### config.mk
export PLATFORM = sky130hd
export DESIGN_NAME = alu_sequencer_flat
export DESIGN_NICKNAME = d
export VERILOG_FILES = /design/src/rtl/jac_pkg.sv /design/src/rtl/alu_sequencer_if.sv /design/src/rtl/jac_regfile.sv /design/src/rtl/alu_sequencer.sv /design/src/flat_wrapper.sv
export SDC_FILE = /design/constraint.sdc
export NUM_CORES = 1
export LEC_CHECK = 0
export CAP_MARGIN = 5
export CELL_PAD_IN_SITES_DETAIL_PLACEMENT = 0
export CELL_PAD_IN_SITES_GLOBAL_PLACEMENT = 1
export CORE_MARGIN = 5
export CORE_UTILIZATION = 47
export CTS_CLUSTER_DIAMETER = 120
export DETAILED_ROUTE_END_ITERATION = 10
export PLACE_DENSITY_LB_ADDON = 0.1
export SLEW_MARGIN = 15
export SYNTH_ARGS = -nofsm -noshare
export SYNTH_HDL_FRONTEND = slang
export SYNTH_SLANG_ARGS = --single-unit
### constraint.sdc
create_clock -name clock -period 3.1 [get_ports clock]
set_input_delay 0.62 -clock clock [delete_from_list [all_inputs] [get_ports clock]]
set_output_delay 0.62 -clock clock [all_outputs]
set_load 0.01 [all_outputs]
### src/rtl/jac_pkg.sv
`timescale 1ns/1ps
`default_nettype none
// ============================================================================
// Module      : jac_pkg
// Description : Shared widths, opcodes, status bit indices, instruction field
//               helpers and sequencer state encoding for the Jac1-8 core.
// Revision    : 1.0 - initial release
// ============================================================================
package jac_pkg;

   localparam int DataWidth     = 8;
   localparam int NumOpCodeBits = 5;
   localparam int ParamBits     = 8;
   localparam int NumStatusBits = 4;
   localparam int NumRegs       = 8;
   localparam int RegIdxBits    = 3;
   localparam int InstrBits     = 16;

   localparam logic [NumOpCodeBits-1:0] OP_NOP  = 5'b0_0000;
   localparam logic [NumOpCodeBits-1:0] OP_ADD  = 5'b0_0001;
   localparam logic [NumOpCodeBits-1:0] OP_SUB  = 5'b0_0010;
   localparam logic [NumOpCodeBits-1:0] OP_AND  = 5'b0_0011;
   localparam logic [NumOpCodeBits-1:0] OP_OR   = 5'b0_0100;
   localparam logic [NumOpCodeBits-1:0] OP_XOR  = 5'b0_0101;
   localparam logic [NumOpCodeBits-1:0] OP_NOT  = 5'b0_0110;
   localparam logic [NumOpCodeBits-1:0] OP_SHL  = 5'b0_0111;
   localparam logic [NumOpCodeBits-1:0] OP_SHR  = 5'b0_1000;
   localparam logic [NumOpCodeBits-1:0] OP_VAL  = 5'b0_1001;
   localparam logic [NumOpCodeBits-1:0] OP_GOTO = 5'b1_0000;
   localparam logic [NumOpCodeBits-1:0] OP_IFZ  = 5'b1_0001;
   localparam logic [NumOpCodeBits-1:0] OP_IFNZ = 5'b1_0010;
   localparam logic [NumOpCodeBits-1:0] OP_IFEQ = 5'b1_0011;
   localparam logic [NumOpCodeBits-1:0] OP_IFST = 5'b1_0100;
   localparam logic [NumOpCodeBits-1:0] OP_IFGT = 5'b1_0101;
   localparam logic [NumOpCodeBits-1:0] OP_HALT = 5'b1_1111;

   localparam int STAT_CARRY = 0;
   localparam int STAT_UNDER = 1;
   localparam int STAT_ZERO  = 2;
   localparam int STAT_EQUAL = 3;

   typedef enum logic [1:0] {
      ST_IDLE   = 2'd0,
      ST_FETCH  = 2'd1,
      ST_EXEC   = 2'd2,
      ST_HALTED = 2'd3
   } state_t;

   function automatic logic [NumOpCodeBits-1:0] instr_opcode(input logic [InstrBits-1:0] w);
      return w[15:11];
   endfunction

   function automatic logic [RegIdxBits-1:0] instr_ra(input logic [InstrBits-1:0] w);
      return w[10:8];
   endfunction

   function automatic logic [ParamBits-1:0] instr_param(input logic [InstrBits-1:0] w);
      return w[7:0];
   endfunction

endpackage
`default_nettype wire

### src/rtl/alu_sequencer_if.sv
`timescale 1ns/1ps
`default_nettype none
// ============================================================================
// Module      : alu_sequencer_if
// Description : Instruction-fetch and ALU datapath bus of the sequencer.
// Revision    : 1.0 - initial release
// ============================================================================
interface alu_sequencer_if;
   import jac_pkg::*;

   logic                     imem_req;
   logic [ParamBits-1:0]     imem_addr;
   logic                     imem_ack;
   logic [InstrBits-1:0]     imem_data;
   logic [NumOpCodeBits-1:0] alu_opcode;
   logic [DataWidth-1:0]     alu_operand1;
   logic [DataWidth-1:0]     alu_operand2;
   logic [ParamBits-1:0]     alu_param;
   logic [DataWidth-1:0]     alu_result;
   logic [NumStatusBits-1:0] alu_status;

   modport master (
      output imem_req, imem_addr, alu_opcode, alu_operand1, alu_operand2, alu_param,
      input  imem_ack, imem_data, alu_result, alu_status
   );

   modport slave (
      input  imem_req, imem_addr, alu_opcode, alu_operand1, alu_operand2, alu_param,
      output imem_ack, imem_data, alu_result, alu_status
   );

endinterface
`default_nettype wire

### src/rtl/jac_regfile.sv
`timescale 1ns/1ps
`default_nettype none
// ============================================================================
// Module      : jac_regfile
// Description : 8x8 register file, two operand read ports, one debug read
//               port, one synchronous write port, synchronous clear.
// Revision    : 1.0 - initial release
// ============================================================================
module jac_regfile
   import jac_pkg::*;
(
   input  logic                  clock,
   input  logic                  reset,
   input  logic [RegIdxBits-1:0] rd_a_sel,
   input  logic [RegIdxBits-1:0] rd_b_sel,
   input  logic [RegIdxBits-1:0] dbg_sel,
   output logic [DataWidth-1:0]  rd_a_data,
   output logic [DataWidth-1:0]  rd_b_data,
   output logic [DataWidth-1:0]  dbg_data,
   input  logic                  wr_en,
   input  logic [RegIdxBits-1:0] wr_sel,
   input  logic [DataWidth-1:0]  wr_data
);

   logic [DataWidth-1:0] r_regs [NumRegs];

   // Reset wins over a coincident write so an interrupted EXEC leaves no trace.
   always_ff @(posedge clock) begin
      if (reset) begin
         for (int i = 0; i < NumRegs; i++) begin
            r_regs[i] <= '0;
         end
      end else if (wr_en) begin
         r_regs[wr_sel] <= wr_data;
      end
   end

   assign rd_a_data = r_regs[rd_a_sel];
   assign rd_b_data = r_regs[rd_b_sel];
   assign dbg_data  = r_regs[dbg_sel];

endmodule
`default_nettype wire

### src/rtl/alu_sequencer.sv
`timescale 1ns/1ps
`default_nettype none
// ============================================================================
// Module      : alu_sequencer
// Description : Jac1-8 instruction sequencer: fetch, decode, ALU drive,
//               write-back and branch resolution.
// Revision    : 1.0 - initial release
// ============================================================================
module alu_sequencer
   import jac_pkg::*;
(
   input  logic                     clock,
   input  logic                     reset,
   input  logic                     run,
   output logic                     halted,
   alu_sequencer_if.master          bus,
   input  logic [RegIdxBits-1:0]    dbg_sel,
   output logic [DataWidth-1:0]     dbg_data,
   output logic [NumStatusBits-1:0] flags
);

   state_t                   r_state;
   state_t                   w_state_next;
   logic [ParamBits-1:0]     r_pc;
   logic [ParamBits-1:0]     w_pc_next;
   logic [InstrBits-1:0]     r_ir;
   logic [NumStatusBits-1:0] r_flags;
   logic [NumStatusBits-1:0] w_flags_next;
   logic                     w_rf_we;
   logic [DataWidth-1:0]     w_rf_wdata;
   logic                     w_take;
   logic [NumOpCodeBits-1:0] w_op;
   logic [RegIdxBits-1:0]    w_ra;
   logic [ParamBits-1:0]     w_param;
   logic [DataWidth-1:0]     w_op1;
   logic [DataWidth-1:0]     w_op2;

   assign w_op    = instr_opcode(r_ir);
   assign w_ra    = instr_ra(r_ir);
   assign w_param = instr_param(r_ir);

   jac_regfile u_regfile (
      .clock     (clock),
      .reset     (reset),
      .rd_a_sel  (w_ra),
      .rd_b_sel  (w_param[RegIdxBits-1:0]),
      .dbg_sel   (dbg_sel),
      .rd_a_data (w_op1),
      .rd_b_data (w_op2),
      .dbg_data  (dbg_data),
      .wr_en     (w_rf_we),
      .wr_sel    (w_ra),
      .wr_data   (w_rf_wdata)
   );

   always_ff @(posedge clock) begin
      if (reset) begin
         r_state <= ST_IDLE;
         r_pc    <= '0;
         r_ir    <= '0;
         r_flags <= '0;
      end else begin
         r_state <= w_state_next;
         r_pc    <= w_pc_next;
         r_flags <= w_flags_next;
         if (r_state == ST_FETCH && bus.imem_ack) begin
            r_ir <= bus.imem_data;
         end
      end
   end

   always_comb begin
      w_state_next     = r_state;
      w_pc_next        = r_pc;
      w_flags_next     = r_flags;
      w_rf_we          = 1'b0;
      w_rf_wdata       = bus.alu_result;
      w_take           = 1'b0;
      halted           = 1'b0;
      bus.imem_req     = 1'b0;
      bus.alu_opcode   = OP_NOP;
      bus.alu_operand1 = '0;
      bus.alu_operand2 = '0;
      bus.alu_param    = '0;

      case (r_state)
         ST_IDLE: begin
            if (run) begin
               w_state_next = ST_FETCH;
            end
         end
         ST_FETCH: begin
            bus.imem_req = 1'b1;
            if (bus.imem_ack) begin
               w_state_next = ST_EXEC;
            end
         end
         ST_EXEC: begin
            bus.alu_opcode   = w_op;
            bus.alu_operand1 = w_op1;
            bus.alu_operand2 = w_op2;
            bus.alu_param    = w_param;

            if (w_op inside {[OP_ADD:OP_SHR]}) begin
               w_rf_we      = 1'b1;
               w_flags_next = bus.alu_status;
            end else if (w_op == OP_VAL) begin
               w_rf_we    = 1'b1;
               w_rf_wdata = w_param;
            end

            // Branch conditions test the flags left by earlier instructions.
            case (w_op)
               OP_GOTO: w_take = 1'b1;
               OP_IFZ:  w_take = r_flags[STAT_ZERO];
               OP_IFNZ: w_take = !r_flags[STAT_ZERO];
               OP_IFEQ: w_take = r_flags[STAT_EQUAL];
               OP_IFST: w_take = r_flags[STAT_UNDER];
               OP_IFGT: w_take = !r_flags[STAT_UNDER] && !r_flags[STAT_EQUAL];
               default: w_take = 1'b0;
            endcase

            if (w_op == OP_HALT) begin
               w_state_next = ST_HALTED;
            end else begin
               w_pc_next    = w_take ? w_param : r_pc + 8'd1;
               w_state_next = run ? ST_FETCH : ST_IDLE;
            end
         end
         ST_HALTED: begin
            halted = 1'b1;
         end
         default: begin
            w_state_next = ST_IDLE;
         end
      endcase
   end

   assign bus.imem_addr = r_pc;
   assign flags         = r_flags;

endmodule
`default_nettype wire
### src/flat_wrapper.sv
// flat-port wrapper written by rule: the top's interface ports become plain ports
module alu_sequencer_flat import jac_pkg::*;
  (clock, reset, run, halted, dbg_sel, dbg_data, flags, bus_imem_req, bus_imem_addr, bus_alu_opcode, bus_alu_operand1, bus_alu_operand2, bus_alu_param, bus_imem_ack, bus_imem_data, bus_alu_result, bus_alu_status);
  alu_sequencer_if bus_i ();
  input  logic clock;
  input  logic reset;
  input  logic run;
  output logic halted;
  input  logic [RegIdxBits-1:0] dbg_sel;
  output logic [DataWidth-1:0] dbg_data;
  output logic [NumStatusBits-1:0] flags;
  output wire logic [$bits(bus_i.imem_req)-1:0] bus_imem_req;
  output wire logic [$bits(bus_i.imem_addr)-1:0] bus_imem_addr;
  output wire logic [$bits(bus_i.alu_opcode)-1:0] bus_alu_opcode;
  output wire logic [$bits(bus_i.alu_operand1)-1:0] bus_alu_operand1;
  output wire logic [$bits(bus_i.alu_operand2)-1:0] bus_alu_operand2;
  output wire logic [$bits(bus_i.alu_param)-1:0] bus_alu_param;
  input wire logic [$bits(bus_i.imem_ack)-1:0] bus_imem_ack;
  input wire logic [$bits(bus_i.imem_data)-1:0] bus_imem_data;
  input wire logic [$bits(bus_i.alu_result)-1:0] bus_alu_result;
  input wire logic [$bits(bus_i.alu_status)-1:0] bus_alu_status;
  assign bus_imem_req = bus_i.imem_req;
  assign bus_imem_addr = bus_i.imem_addr;
  assign bus_alu_opcode = bus_i.alu_opcode;
  assign bus_alu_operand1 = bus_i.alu_operand1;
  assign bus_alu_operand2 = bus_i.alu_operand2;
  assign bus_alu_param = bus_i.alu_param;
  assign bus_i.imem_ack = bus_imem_ack;
  assign bus_i.imem_data = bus_imem_data;
  assign bus_i.alu_result = bus_alu_result;
  assign bus_i.alu_status = bus_alu_status;
  alu_sequencer u_core (.clock(clock), .reset(reset), .run(run), .halted(halted), .bus(bus_i), .dbg_sel(dbg_sel), .dbg_data(dbg_data), .flags(flags));
endmodule
==> flow_summary.toml <==
[sta]
max_freq_mhz = 337
tightestPinTransition_ps = 642
finalHoldViolCount = 0
finalMaxSlewViolations = 0
post-route-min-period_ps = 2970
rsz0062_at_grt = "false"
fin_crit_sh_pct = 95.7
slew_headroom_pct = 57.2
setup_viol = 0
fin_hold_ws_ps = 489
fin_skew_ps = 7.09

[floorplanning]
core_um2 = 11500
ios = 86
die_h_um = 119
die_x_um = 119
rows = 39
start_util_pct = 48.3
dieArea_um2 = 14100

[worst_setup_path]
cp_data_required_time_ps = 2480
r2r-start = "u_core.r_state[0]"
reg2reg_depth = 6
endpoint_kind = "output pin"
crit_type = "reg -> out"
r2r_slack_ps = 620
crit_arrival_ps = 2350
regToRegEndpoint = "u_core.u_regfile.r_regs[4][6]"
start_kind = "register"
crit_fanout = 16

[cells_and_area]
antenna_cells = 0
syn_to_final_growth_pct = 26.6
drive_above_1_share_pct = 19.3
final_util_pct = 61.2
nets = 615

[synth]
ys_async_sr_fraction_pct = 0
netlist_area_um2 = 5540
synth-edff-count = 64
syn_area_per_cell_um2 = 11.7
ys_seq_area_share_pct = 47.7
netlist.area_leader.share_pct = 34.7
yosys-top-cells-count = "89 x nor2_1, 64 x edfxtp_1, 53 x nand2_1"
post-synth-top-area-cell = "edfxtp_1"
synthFlopType = "edfxtp_1"
synthCells = 474
ys_types = 39
synthTopCellsByArea = "edfxtp_1 35%, mux4_2 20%, dfxtp_1 13%"
synth_most_common_cell = "nor2_1"
ys_ff_latch = 100
yosys_warnings = 0
synth_nets = 515

[cts]
numCtsBuffers = 9
cts_root_buffer = "clkbuf_16"
ctsHoldBuffers = 0
clock_latency_ps = 340
clk_pin_slew_ps = 60
h-tree-depth = 3
cts_num_sinks = 100
tritoncts = "done"
cts.path.max_buffers = 2

[placement]
gp_congestion = 0.813
io_buffers = 85
hpwlAfterDp_um = 10700

[grt]
antenna_found_initial = 0
global_route.overflow_total = 0
grt_first_pass_wirelength_um = 22700
grt_use_total_pct = 20.2
first_global_vias = 4146
grt_max_degree = 32

[detailed_routing]
drc = 0
drtIter0Drc = 320
via_per_inst = 5.66
drt_first_pass_iters = 5
vias = 4089
wl_um = 13900
ant_nets = 0
wire_per_inst_um = 19.3

[worst_hold_path]
hold_depth = 2
hold_end = "u_core.r_ir[15]"
hp-start = "u_core.r_ir[15]"
holdCritPathClass = "reg -> reg"

[flow_run]
maxCapViolations = 0

[pwr]
p_leak_nw = 2.43
pwr_density_cell_nw_per_um2 = 452
p_total_mw = 3.17
ir_worst_vdd_v = 0.000265

[outcome]
outcome = "finished clean"
## repair_timing
item | 4_1_cts | 5_1_grt
resized for setup | 9 | 2
endpoints found under the setup margin | 8 | 7
setup buffers | 7 | 3
## worst max path at each step
| stage | from | end | depth (start not counted) |
|---|---|---|---|
| 6_report | register | bus_alu_operand1[7] | 5 |
| 5_1_grt | register | bus_alu_operand1[7] | 5 |
| 4_1_cts | dbg_sel[0] | dbg_data[5] | 6 |
| 3_5_place_dp | dbg_sel[0] | dbg_data[6] | 5 |
| 3_3_place_gp | dbg_sel[0] | dbg_data[6] | 5 |
| 2_1_floorplan | dbg_sel[0] | dbg_data[0] | 4 |
## critical path, stage by stage, from the launching register on
cell             delay, ps
dfxtp_1                310
buf_4                  300
mux4_2                 540
mux2i_1                270
nor2_1                  70
clkdlybuf4s50_1        510
## report_power, final
group          internal, mW  switching, mW
sequential             1.48         0.0803
combinational         0.276          0.234
clock                 0.626          0.475
## final cells by class
class | count | area, um2
clock buffer | 10 | 229
fill | 934 | 4450
inverter | 7 | 26.3
tap | 143 | 179
multi-input combinational | 336 | 2740
clock inverter | 6 | 63.8
sequential | 100 | 2640
timing repair buffer | 120 | 1130
## flip-flops by register name, summed over array words and instances, names as in the netlist, named ones only
name / flops
u_core.bus.imem_addr: 8
u_core.u_regfile.r_regs: 64
u_core.r_state: 2
u_core.flags: 4
u_core.r_ir: 16
## metrics by stage
step | setup slack, ps | instance area, um2 | instances | setup TNS [ps]
after floorplan | 525 | 5540 | 474 | 0
after global placement | -141 | 6650 | 696 | -936
after detailed placement | -144 | 6650 | 696 | -1030
after global routing | 33.4 | 7010 | 722 | 0
final | 134 | 7010 | 722 | 0
after CTS | 5.60 | 6990 | 719 | 0
## metal layers
metal	wire, um	vias to the layer above	track usage, %
met5	0	-	0
met4	140	0	6.17
met1	5800	1987	27.6
met2	6860	151	32.9
li1	-	1944	-
met3	1110	7	3.77
## kinds of logic (layout without fill, tap and decap cells)
family,after synthesis,after routing,share of synthesized area [%]
simple gates,202,202,17.0
fa+ha+maj,6,6,1.35
flops,100,100,47.7
mux,86,86,26.6
buf+inv,38,143,2.89
compound gates,42,42,4.54
## cell usage in the layout (no fill, tap or decap), types with 2 or more instances in the layout
| cell type | synthesis | routed |
|---|---|---|
| a21o_1 | 2 | 2 |
| nor2b_1 | 3 | 3 |
| nand2_1 | 53 | 53 |
| nor4_2 | 3 | 3 |
| clkdlybuf4s15_1 | 0 | 2 |
| clkdlybuf4s50_1 | 0 | 76 |
| dfxtp_1 | 36 | 36 |
| clkinvlp_4 | 0 | 2 |
| nand2b_1 | 9 | 9 |
| mux4_2 | 48 | 48 |
| nor2_1 | 89 | 89 |
| nand3_1 | 13 | 13 |
| inv_1 | 7 | 7 |
| a31oi_1 | 7 | 7 |
| clkinv_2 | 0 | 2 |
| mux2i_1 | 30 | 30 |
| edfxtp_1 | 64 | 64 |
| nor3_1 | 3 | 3 |
| ha_1 | 6 | 6 |
| o21ai_0 | 6 | 6 |
| or3_1 | 4 | 4 |
| o21a_1 | 3 | 3 |
| clkbuf_16 | 0 | 9 |
| buf_4 | 2 | 33 |
| buf_12 | 0 | 2 |
| and2_1 | 15 | 15 |
| nor4_1 | 2 | 2 |
| nor3b_1 | 2 | 2 |
| dlygate4sd2_1 | 0 | 6 |
| a21oi_1 | 18 | 18 |
| mux2_2 | 8 | 8 |
No activity file was read; power rests on OpenSTA's default activity.
